### src/rtl/watch_pkg.sv
// Shared mode encoding and default timing constants for the watch front-panel controller.
package watch_pkg;

    localparam int MODE_W = 2;

    typedef enum logic [MODE_W-1:0] {
        CLOCK     = 2'd0,
        STOPWATCH = 2'd1,
        SET_HOUR  = 2'd2,
        SET_MIN   = 2'd3
    } mode_e;

    localparam int DEF_DEBOUNCE_MS     = 20;
    localparam int DEF_REPEAT_DELAY_MS = 500;
    localparam int DEF_REPEAT_RATE_MS  = 200;
    localparam int DEF_IDLE_TIMEOUT_MS = 10000;
    localparam int DEF_BLINK_HALF_MS   = 500;

    function automatic mode_e next_mode(input mode_e m);
        case (m)
            CLOCK:     next_mode = STOPWATCH;
            STOPWATCH: next_mode = SET_HOUR;
            SET_HOUR:  next_mode = SET_MIN;
            default:   next_mode = CLOCK;
        endcase
    endfunction

    function automatic logic is_set_mode(input mode_e m);
        is_set_mode = (m == SET_HOUR) || (m == SET_MIN);
    endfunction

endpackage

### src/rtl/btn_debounce.sv
// Two-flop synchroniser plus a counting debouncer; emits the clean level and a
// one-cycle pulse on each debounced rising edge.
module btn_debounce #(
    parameter int DEBOUNCE_MS = 20
) (
    input  logic clk,
    input  logic rst,
    input  logic btn_raw,
    output logic level,
    output logic press
);

    localparam int CNT_W = $clog2(DEBOUNCE_MS + 1);
    localparam logic [CNT_W-1:0] CNT_LAST = CNT_W'(DEBOUNCE_MS - 1);

    logic             sync1_q, sync2_q;
    logic             level_q, level_d;
    logic             press_q, press_d;
    logic [CNT_W-1:0] cnt_q, cnt_d;

    // Any sample agreeing with the current level restarts the run count.
    always_comb begin
        level_d = level_q;
        press_d = 1'b0;
        cnt_d   = '0;
        if (sync2_q != level_q) begin
            if (cnt_q == CNT_LAST) begin
                level_d = sync2_q;
                press_d = sync2_q;
            end else begin
                cnt_d = cnt_q + 1'b1;
            end
        end
    end

    always_ff @(posedge clk) begin
        if (rst) begin
            sync1_q <= 1'b0;
            sync2_q <= 1'b0;
            level_q <= 1'b0;
            press_q <= 1'b0;
            cnt_q   <= '0;
        end else begin
            sync1_q <= btn_raw;
            sync2_q <= sync1_q;
            level_q <= level_d;
            press_q <= press_d;
            cnt_q   <= cnt_d;
        end
    end

    assign level = level_q;
    assign press = press_q;

endmodule

### src/rtl/watch_mode_ctrl.sv
// Front-panel controller: debounced buttons drive the mode FSM, stopwatch
// start/stop/clear pulses, set-mode increments with auto-repeat, idle exit and blink.
module watch_mode_ctrl
    import watch_pkg::*;
#(
    parameter int DEBOUNCE_MS     = DEF_DEBOUNCE_MS,
    parameter int REPEAT_DELAY_MS = DEF_REPEAT_DELAY_MS,
    parameter int REPEAT_RATE_MS  = DEF_REPEAT_RATE_MS,
    parameter int IDLE_TIMEOUT_MS = DEF_IDLE_TIMEOUT_MS,
    parameter int BLINK_HALF_MS   = DEF_BLINK_HALF_MS
) (
    input  logic       Clock_1MSec,
    input  logic       Reset,
    input  logic       Btn_Mode,
    input  logic       Btn_A,
    input  logic       Btn_B,
    output logic       Start_S,
    output logic       Stop_S,
    output logic       Reset_S,
    output logic       Control,
    output logic [1:0] Mode,
    output logic       Inc_Hour,
    output logic       Inc_Min,
    output logic       Sw_Running,
    output logic       Set_Blink
);

    localparam int RPT_W = $clog2(REPEAT_DELAY_MS + 1);
    localparam int IDL_W = $clog2(IDLE_TIMEOUT_MS + 1);
    localparam int BLK_W = $clog2(BLINK_HALF_MS + 1);
    localparam logic [RPT_W-1:0] RPT_DELAY  = RPT_W'(REPEAT_DELAY_MS);
    localparam logic [RPT_W-1:0] RPT_RELOAD = RPT_W'(REPEAT_DELAY_MS - REPEAT_RATE_MS + 1);
    localparam logic [IDL_W-1:0] IDLE_MAX   = IDL_W'(IDLE_TIMEOUT_MS);
    localparam logic [BLK_W-1:0] BLINK_LAST = BLK_W'(BLINK_HALF_MS - 1);

    logic mode_press, a_press, b_press, a_level;
    logic mode_level_unused, b_level_unused;

    btn_debounce #(.DEBOUNCE_MS(DEBOUNCE_MS)) u_db_mode (
        .clk(Clock_1MSec), .rst(Reset), .btn_raw(Btn_Mode),
        .level(mode_level_unused), .press(mode_press));
    btn_debounce #(.DEBOUNCE_MS(DEBOUNCE_MS)) u_db_a (
        .clk(Clock_1MSec), .rst(Reset), .btn_raw(Btn_A),
        .level(a_level), .press(a_press));
    btn_debounce #(.DEBOUNCE_MS(DEBOUNCE_MS)) u_db_b (
        .clk(Clock_1MSec), .rst(Reset), .btn_raw(Btn_B),
        .level(b_level_unused), .press(b_press));

    mode_e            mode_q, mode_d;
    logic             start_q, start_d, stop_q, stop_d, clr_q, clr_d;
    logic             inc_hour_q, inc_hour_d, inc_min_q, inc_min_d;
    logic             control_q, control_d, running_q, running_d, blink_q, blink_d;
    logic [RPT_W-1:0] rpt_q, rpt_d;
    logic [IDL_W-1:0] idle_q, idle_d;
    logic [BLK_W-1:0] blk_q, blk_d;
    logic             in_set, rpt_fire, a_evt, any_evt;

    always_comb begin
        in_set   = is_set_mode(mode_q);
        rpt_fire = in_set && a_level && (rpt_q == RPT_DELAY);
        a_evt    = a_press || rpt_fire;
        any_evt  = mode_press || a_evt || b_press;

        mode_d     = mode_q;
        start_d    = 1'b0;
        stop_d     = 1'b0;
        clr_d      = 1'b0;
        inc_hour_d = 1'b0;
        inc_min_d  = 1'b0;
        running_d  = running_q;

        // Priority Mode > A > B; a losing press in the same cycle is simply dropped.
        if (mode_press) begin
            mode_d = next_mode(mode_q);
        end else if (a_evt) begin
            case (mode_q)
                STOPWATCH: begin
                    start_d   = !running_q;
                    stop_d    = running_q;
                    running_d = !running_q;
                end
                SET_HOUR: inc_hour_d = 1'b1;
                SET_MIN:  inc_min_d  = 1'b1;
                default:  ;
            endcase
        end else if (b_press) begin
            if (mode_q == STOPWATCH) clr_d = !running_q;
            else if (in_set)         mode_d = CLOCK;
        end else if (in_set && idle_q == IDLE_MAX) begin
            mode_d = CLOCK;
        end

        control_d = (mode_d == STOPWATCH);

        if (!in_set || !a_level || mode_d != mode_q) rpt_d = '0;
        else if (a_press)                            rpt_d = RPT_W'(1);
        else if (rpt_fire)                           rpt_d = RPT_RELOAD;
        else if (rpt_q != '0)                        rpt_d = rpt_q + 1'b1;
        else                                         rpt_d = rpt_q;

        if (!in_set || any_evt || mode_d != mode_q) idle_d = '0;
        else if (idle_q != IDLE_MAX)                idle_d = idle_q + 1'b1;
        else                                        idle_d = idle_q;

        // Blink restarts high on every entry into a set mode, including SET_HOUR -> SET_MIN.
        blink_d = blink_q;
        blk_d   = '0;
        if (!is_set_mode(mode_d))    blink_d = 1'b0;
        else if (mode_d != mode_q)   blink_d = 1'b1;
        else if (blk_q == BLINK_LAST) blink_d = !blink_q;
        else                         blk_d = blk_q + 1'b1;
    end

    always_ff @(posedge Clock_1MSec) begin
        if (Reset) begin
            mode_q     <= CLOCK;
            start_q    <= 1'b0;
            stop_q     <= 1'b0;
            clr_q      <= 1'b0;
            inc_hour_q <= 1'b0;
            inc_min_q  <= 1'b0;
            control_q  <= 1'b0;
            running_q  <= 1'b0;
            blink_q    <= 1'b0;
            rpt_q      <= '0;
            idle_q     <= '0;
            blk_q      <= '0;
        end else begin
            mode_q     <= mode_d;
            start_q    <= start_d;
            stop_q     <= stop_d;
            clr_q      <= clr_d;
            inc_hour_q <= inc_hour_d;
            inc_min_q  <= inc_min_d;
            control_q  <= control_d;
            running_q  <= running_d;
            blink_q    <= blink_d;
            rpt_q      <= rpt_d;
            idle_q     <= idle_d;
            blk_q      <= blk_d;
        end
    end

    assign Mode       = mode_q;
    assign Start_S    = start_q;
    assign Stop_S     = stop_q;
    assign Reset_S    = clr_q;
    assign Inc_Hour   = inc_hour_q;
    assign Inc_Min    = inc_min_q;
    assign Control    = control_q;
    assign Sw_Running = running_q;
    assign Set_Blink  = blink_q;

endmodule

### config.mk
export PLATFORM = sky130hd
export DESIGN_NAME = watch_mode_ctrl
export DESIGN_NICKNAME = d
export VERILOG_FILES = /design/src/rtl/watch_pkg.sv /design/src/rtl/btn_debounce.sv /design/src/rtl/watch_mode_ctrl.sv
export SDC_FILE = /design/constraint.sdc
export NUM_CORES = 1
export LEC_CHECK = 0
export CAP_MARGIN = 20
export CORE_MARGIN = 5
export CORE_UTILIZATION = 30
export DETAILED_ROUTE_END_ITERATION = 10
export PLACE_DENSITY = 0.44
export SLEW_MARGIN = 15
export SYNTH_ARGS = -nofsm -noshare
export SYNTH_HDL_FRONTEND = slang
export SYNTH_HIERARCHICAL = 1
export SYNTH_SLANG_ARGS = --single-unit
### constraint.sdc
create_clock -name Clock_1MSec -period 3.7 [get_ports Clock_1MSec]
set_input_delay 0.74 -clock Clock_1MSec [delete_from_list [all_inputs] [get_ports Clock_1MSec]]
set_output_delay 0.74 -clock Clock_1MSec [all_outputs]
set_load 0.01 [all_outputs]
==> summary.log, run 1 <==
[outcome] outcome finished clean
[detailed_routing] initial drt markers 123
[global_route] all-layer global routing usage 10.3%
[yosys] post-synthesis share of cell area spent on full adders, half adders and majority gates 4.75%
[yosys] Cell variety after synth 47
[clock_network] Clock Pin Slew Worst Setup and Hold Paths 0.07 ns
[clock_network] number of resized instances in the post-cts repair step 0
[critical_path] Critical Path, Cell by Cell inv_1 -> ha_1 -> o21ai_0 -> nor3_4 -> a31oi_1 -> a311o_1 -> buf_4 -> nor3_1
[floorplanning] Rows 37
[global_route] maximum number of pins on one net before global-route repair 18
[cells_and_area] synthesis-to-finish area growth 15.2%
[yosys] async set-reset flop share out of synthesis 0%
[timing] number of setup violations in the final report 0
[critical_path] delay contributed by the slowest stage of the critical path 0.59 ns
[clock_network] number of hold-repair buffers added at the cts stage 0
[cells_and_area] antenna cells 0
[yosys] post-synthesis sequential area ratio 43.7%
[global_route] Overflow after GRT 0
[power_and_ir_drop] combinational group share of total power 1.2%
[critical_path] Critical Path Sink Type flop
[power_and_ir_drop] worst-case vdd ir drop 0.000191 V
[hold_path] hold path start u_db_a/sync1_q
[hold_path] Min-Delay Path Class reg -> reg
[detailed_routing] antenna violation net count after detailed routing 0
[run] max-cap violation count 0
[critical_path] start of the worst register-to-register path Mode[0]
[detailed_routing] DRC violation count after routing 0
[floorplanning] die span in x 113 um
[critical_path] Critical Path Fanout Max 14
[clock_network] CTS tree done
[timing] worst setup skew after layout 0.00826 ns
[cells_and_area] most common library cell in the layout ignoring fill and taps dfxtp_1
[power_and_ir_drop] cell-internal power 0.00108 W
[clock_network] Root Buffer clkbuf_8
[timing] post-route fraction of the period consumed by the critical path 80.0%
[placement] placed cell areas 3440 um^2
[critical_path] Critical path origin Mode[0]
[power_and_ir_drop] power share of the clock group 44.4%
[yosys] number of flops mapped to enable cells by yosys 0
[timing] smallest hold slack 0.438 ns
[floorplanning] starting density of the core 30.6%
[floorplanning] Total Die Area 12700 um^2
[timing] worst max-slew margin expressed relative to the limit 61.9%
[yosys] prevailing post-synth register cell dfxtp_1
[cells_and_area] final cell area excluding filler cells 3640 um^2
[clock_network] maximum clock insertion buffer count 2
[detailed_routing] number of iterations in the first detailed-routing pass 4
[placement] I/O Buffers 14
[critical_path] critical path start-end classification reg -> reg
[detailed_routing] via count normalized by instance count 4.74
[timing] Final Worst Setup Slack 0.740 ns
[clock_network] TritonCTS Sinks 69
[yosys] netlist area before placement 3160 um^2
[power_and_ir_drop] switching share of power 21.3%
[yosys] fraction of synthesized area in multiplexers 1.27%
[power_and_ir_drop] part of the power in registers 54.4%
[yosys] net count of the mapped netlist 354
[placement] pre-CTS setup slack 0.746 ns
[timing] Setup TNS 0 ns
[yosys] number of warnings reported in the yosys synthesis log 6
[yosys] combinational family with the most area after synthesis simple AND/OR/NAND/NOR gates
[critical_path] kind of start point of the critical path flop
[timing] highest clock rate 0.338 GHz
[detailed_routing] WL final 6040 um
[clock_network] Setup Fix Bufs, Post-CTS 0
[clock_network] level count of the clock H-tree 3
[timing] final critical path time including I/O delays and setup 2.96 ns
[yosys] number of instances in the synthesized netlist 337
[timing] number of pins with negative max-slew slack in the final report 0
[yosys] simple-gate share of the synthesized area 29.1%
[placement] global placement routability congestion 0.809
[floorplanning] number of placed I/O pins 15
[cells_and_area] most frequent cells in the layout dfxtp_1, nor2_1, inv_1
[placement] DPL Wire Length 4270 um
[clock_network] latest clock arrival within the worst-skew pair 0.34 ns
[yosys] mean post-synth cell area 9.39 um^2
[power_and_ir_drop] leakage power 1.22 nW
[cells_and_area] final layout net count 374
[power_and_ir_drop] Sw Pwr 0.000293 W
[critical_path] required time reported for the critical path endpoint 3.90 ns
[power_and_ir_drop] Power, Total 0.00138 W
[floorplanning] core area 10300 um^2
[detailed_routing] total number of vias 2363
[yosys] XOR/XNOR share of the synthesized area 10.5%
[timing] Worst Tran Pin Value 0.565 ns
[global_route] vias in the first global route 2258
[critical_path] master of the slowest instance on the critical path a311o_1
[global_route] wire length of the first global-routing pass 10600 um
[critical_path] arrival time worst endpoint 3.16 ns
[timing] endpoints failing hold 0
[power_and_ir_drop] Cell Pwr Density 378 nW/um^2
[timing] setup repair after global routing missed its margin false
[yosys] flip-flop and latch count after synthesis 69
[yosys] post-synthesis compound-gate area fraction 6.25%
[global_route] antenna violations before repair 0
[detailed_routing] Wirelength per Cell 12.1 um
[cells_and_area] share of final-layout standard cells stronger than drive strength 1 8.01%
[floorplanning] Die Y 113 um
[clock_network] TritonCTS Buffers 9
[through the flow]
step	std cells	utilization, %
after floorplan	337	-
after global placement	482	33.4
after detailed placement	482	33.4
after CTS	498	35.3
after global routing	498	35.3
final	498	35.3
[routing by layer]
layer  vias up  part of all wire [%]  global-route usage (%)
met5         -                     0                       0
met4         0                   1.5                    3.85
met3        12                   4.8                    3.34
met2        58                    47                    16.9
met1      1082                    47                    12.5
li1       1211                     -                       -
[kinds of logic after synthesis]
| family | after synthesis |
|---|---|
| buffers and inverters | 32 |
| AND/OR/NAND/NOR | 152 |
| adder cells (fa/ha/maj) | 12 |
| XOR/XNOR | 38 |
| AO/OA/AOI/OAI | 30 |
| flip-flops | 69 |
| multiplexers | 4 |
[cell usage after synthesis, types with 6 or more instances]
| cell | instances | area (um^2) |
|---|---|---|
| xnor2_1 | 22 | 193 |
| inv_1 | 24 | 90.1 |
| dfxtp_1 | 69 | 1380 |
| nor2_1 | 40 | 150 |
| nor4_1 | 16 | 100 |
| xor2_1 | 16 | 140 |
| ha_1 | 12 | 150 |
| nor2b_1 | 9 | 56.3 |
| nand2_1 | 9 | 33.8 |
| o21ai_0 | 7 | 35.0 |
| nand3_1 | 15 | 75.1 |
| nand4_1 | 6 | 37.5 |
| nor3_1 | 16 | 80.1 |
[power groups by stage]
stage	clock, W	combinational (W)	sequential [W]
after floorplan	0	0.00000902	0.000765
final	0.000611	0.0000168	0.000748
after detailed placement	0	0.0000171	0.000766
after global placement	0	0.0000171	0.000765
after CTS	0.000645	0.0000172	0.000748
after global routing	0.000676	0.0000191	0.000748
[worst paths after layout]
kind | to | slack, ns | cells after the start
setup reg to reg | idle_q[10] | 0.74 | 8
hold reg to reg | u_db_a/sync2_q | 0.44 | 1
setup / recovery | idle_q[10] | 0.74 | 8
hold / removal | u_db_a/sync2_q | 0.44 | 1
[layout make-up]
class,count,area [um^2]
flip-flops and latches,69,1380
fillers,1058,6680
repair buffers,17,163
clock buffers,10,138
multi-input cells,236,1640
well taps,136,170
clock inverters,6,62.6
inverters,24,90.1
[sequential cells by signal, summed over array words and instances (netlist names), 2 cells and up]
| register | flops |
|---|---|
| u_db_a/cnt_q | 5 |
| u_db_mode/cnt_q | 5 |
| blk_q | 9 |
| idle_q | 14 |
| u_db_b/cnt_q | 5 |
| rpt_q | 9 |
| Mode | 2 |
[worst max-delay path: cells and delay by family (launching register included)]
kind,cells,cell delay (ns)
and+or+nand+nor,2,0.25
buffers and inverters,2,0.44
AOI/OAI and AO/OA,3,1.37
adders and majority gates,1,0.26
DFF,1,0.50
Power figures use the tool's default switching activity.
==> run 2, diff against run 1 <==
- PLACE_DENSITY: 0.44 -> 0.46
- clock period: 3.7 -> 2.6 ns (I/O delays scaled with it)
==> run 2 against run 1 <==
Global-route usage is 0.19 points higher. Clock power increased by 60%. Non-clock buffer count increased by 5. Worst setup slack worse by 0.40 ns. Flip-flop and latch count did not move. Power is 50% higher. Clock skew shrank 0.0016 ns. Die area did not move. Worst hold slack gained 0.0015 ns. Utilization up 0.59 points. Combinational power increased by 43%. Clock-buffer cell count stayed put.
==> summary.log, run 2 (synthesized netlist as in run 1, its figures left out) <==
[global_route] antenna violations before repair 0
[hold_path] number of instances on the worst hold path 1
[critical_path] depth of the most critical reg-to-reg path 9
[timing] worst setup skew after layout 0.00666 ns
[critical_path] master of the slowest instance on the critical path a311o_1
[cells_and_area] FILL cells 1059
[clock_network] number of hold-repair buffers added at the cts stage 0
[placement] pre-CTS setup slack 0.328 ns
[clock_network] TritonCTS Sinks 69
[global_route] wire length of the first global-routing pass 10700 um
[critical_path] critical path start-end classification reg -> reg
[cells_and_area] final layout net count 379
[detailed_routing] total number of vias 2363
[critical_path] arrival time worst endpoint 2.52 ns
[detailed_routing] Wirelength per Cell 12.2 um
[floorplanning] number of placed I/O pins 15
[clock_network] TritonCTS Buffers 9
[cells_and_area] antenna cells 0
[critical_path] Top delay family on crit path compound AO/OA/AOI/OAI gates
[placement] I/O Buffers 14
[clock_network] CTS tree done
[timing] highest clock rate 0.442 GHz
[hold_path] hold path start u_db_mode/sync1_q
[clock_network] latest clock arrival within the worst-skew pair 0.35 ns
[floorplanning] Total Die Area 12700 um^2
[cells_and_area] number of flip-flops in the largest register 14
[timing] Worst Tran Pin Value 0.528 ns
[hold_path] Min-Delay Path Class reg -> reg
[timing] Setup TNS 0 ns
[floorplanning] starting density of the core 30.6%
[clock_network] Clock Pin Slew Worst Setup and Hold Paths 0.08 ns
[global_route] vias in the first global route 2313
[global_route] all-layer global routing usage 10.5%
[power_and_ir_drop] Cell Pwr Density 558 nW/um^2
[detailed_routing] DRC violation count after routing 0
[outcome] outcome finished clean
[timing] endpoints failing hold 0
[power_and_ir_drop] worst-case vdd ir drop 0.000346 V
[clock_network] Root Buffer clkbuf_8
[cells_and_area] most common library cell in the layout ignoring fill and taps dfxtp_1
[timing] number of pins with negative max-slew slack in the final report 0
[timing] worst max-slew margin expressed relative to the limit 64.8%
[floorplanning] die span in x 113 um
[critical_path] number of buffer and inverter instances along the worst setup path 3
[critical_path] kind of start point of the critical path flop
[critical_path] Critical Path Sink Type flop
[run] max-cap violation count 0
[cells_and_area] Reg with most FFs idle_q
[placement] DPL Wire Length 4380 um
[global_route] maximum number of pins on one net before global-route repair 20
[cells_and_area] synthesis-to-finish area growth 17.2%
[detailed_routing] via count normalized by instance count 4.70
[critical_path] slack of the worst reg-to-reg path 0.34 ns
[detailed_routing] WL final 6120 um
[critical_path] start of the worst register-to-register path Mode[0]
[critical_path] Critical Path Fanout Max 15
[timing] Final Worst Setup Slack 0.339 ns
[clock_network] number of resized instances in the post-cts repair step 0
[cells_and_area] share of final-layout standard cells stronger than drive strength 1 9.26%
[timing] final critical path time including I/O delays and setup 2.26 ns
[cells_and_area] most frequent cells in the layout dfxtp_1, nor2_1, inv_1
[floorplanning] Rows 37
[floorplanning] Die Y 113 um
[cells_and_area] registers with the most flip-flops idle_q (14), blk_q (9), rpt_q (9)
[critical_path] Worst R2R End rpt_q[7]
[clock_network] Setup Fix Bufs, Post-CTS 0
[critical_path] Critical Path Most Common Cell buf_4
[clock_network] level count of the clock H-tree 3
[critical_path] delay contributed by the slowest stage of the critical path 0.39 ns
[critical_path] Critical Path, Cell by Cell inv_1 -> ha_1 -> o21ai_0 -> buf_4 -> nor3_4 -> a31oi_1 -> a311o_1 -> buf_4 -> nor4_1
[floorplanning] core area 10300 um^2
[power_and_ir_drop] leakage power 1.25 nW
[timing] number of setup violations in the final report 0
[global_route] Overflow after GRT 0
[detailed_routing] initial drt markers 115
[timing] setup repair after global routing missed its margin false
[timing] post-route fraction of the period consumed by the critical path 86.9%
[detailed_routing] antenna violation net count after detailed routing 0
[hold_path] end of the worst hold path u_db_mode/sync2_q
[detailed_routing] number of iterations in the first detailed-routing pass 5
[clock_network] maximum clock insertion buffer count 2
[placement] global placement routability congestion 0.787
[critical_path] required time reported for the critical path endpoint 2.86 ns
[run 2: cell count changes in the layout (fill, tap and decap cells not counted), sizes merged]
cell and change:
clkinvlp +1, buf +5, clkinv -2, bufinv +1
[run 2: area by class of cell]
| class | instances | area, um^2 | area share (%) |
|---|---|---|---|
| Multi-Input combinational cell | 236 | 1640 | 44.3 |
| Sequential cell | 69 | 1380 | 37.3 |
| Timing Repair Buffer | 22 | 200 | 5.40 |
| Tap cell | 136 | 170 | 4.59 |
| Clock buffer | 10 | 138 | 3.71 |
| Inverter | 24 | 90.1 | 2.43 |
| Clock inverter | 6 | 86.3 | 2.33 |
[run 2: metrics by stage]
step                      hold slack (ns)  power [W]  instances  util (%)  cell area (um^2)
after floorplan                     0.414    0.00110        337         -              3160
after global placement              0.419    0.00111        487      33.7              3480
after CTS                           0.449    0.00211        503      35.9              3710
final                               0.440    0.00207        503      35.9              3710
after detailed placement            0.427    0.00111        487      33.7              3480
after global routing                0.459    0.00215        503      35.9              3710
[run 2: worst max path at each step]
stage / startpoint / end / slack, ns / cells past startpoint
final: Mode[0] / rpt_q[7] / 0.34 / 9
after global routing: rpt_q[0] / blk_q[6] / 0.08 / 7
after CTS: Mode[0] / rpt_q[7] / 0.32 / 9
after detailed placement: Mode[0] / rpt_q[7] / 0.33 / 9
after global placement: Mode[0] / blk_q[8] / 0.37 / 8
after floorplan: Mode[0] / Set_Blink / 0.16 / 9
[run 2: worst register-to-register path: stages, from the launching register on]
cell,delay (ns)
dfxtp_1,0.33
inv_1,0.10
ha_1,0.21
o21ai_0,0.13
buf_4,0.17
nor3_4,0.20
a31oi_1,0.15
a311o_1,0.39
buf_4,0.20
nor4_1,0.27
[run 2: power breakdown]
group          leakage, nW  switching, W  internal (W)
logic                0.584     0.0000110     0.0000130
clock network        0.112      0.000414      0.000564
registers            0.557    0.00000301       0.00106
total                 1.25      0.000428       0.00164
[run 2: per-layer routing]
layer | track usage [%] | part of all wire (%) | vias up
met5 | 0 | 0 | -
met4 | 4.57 | 1.4 | 0
met3 | 3.83 | 3.7 | 9
met2 | 16.9 | 49 | 30
met1 | 12.5 | 46 | 1100
li1 | - | - | 1224
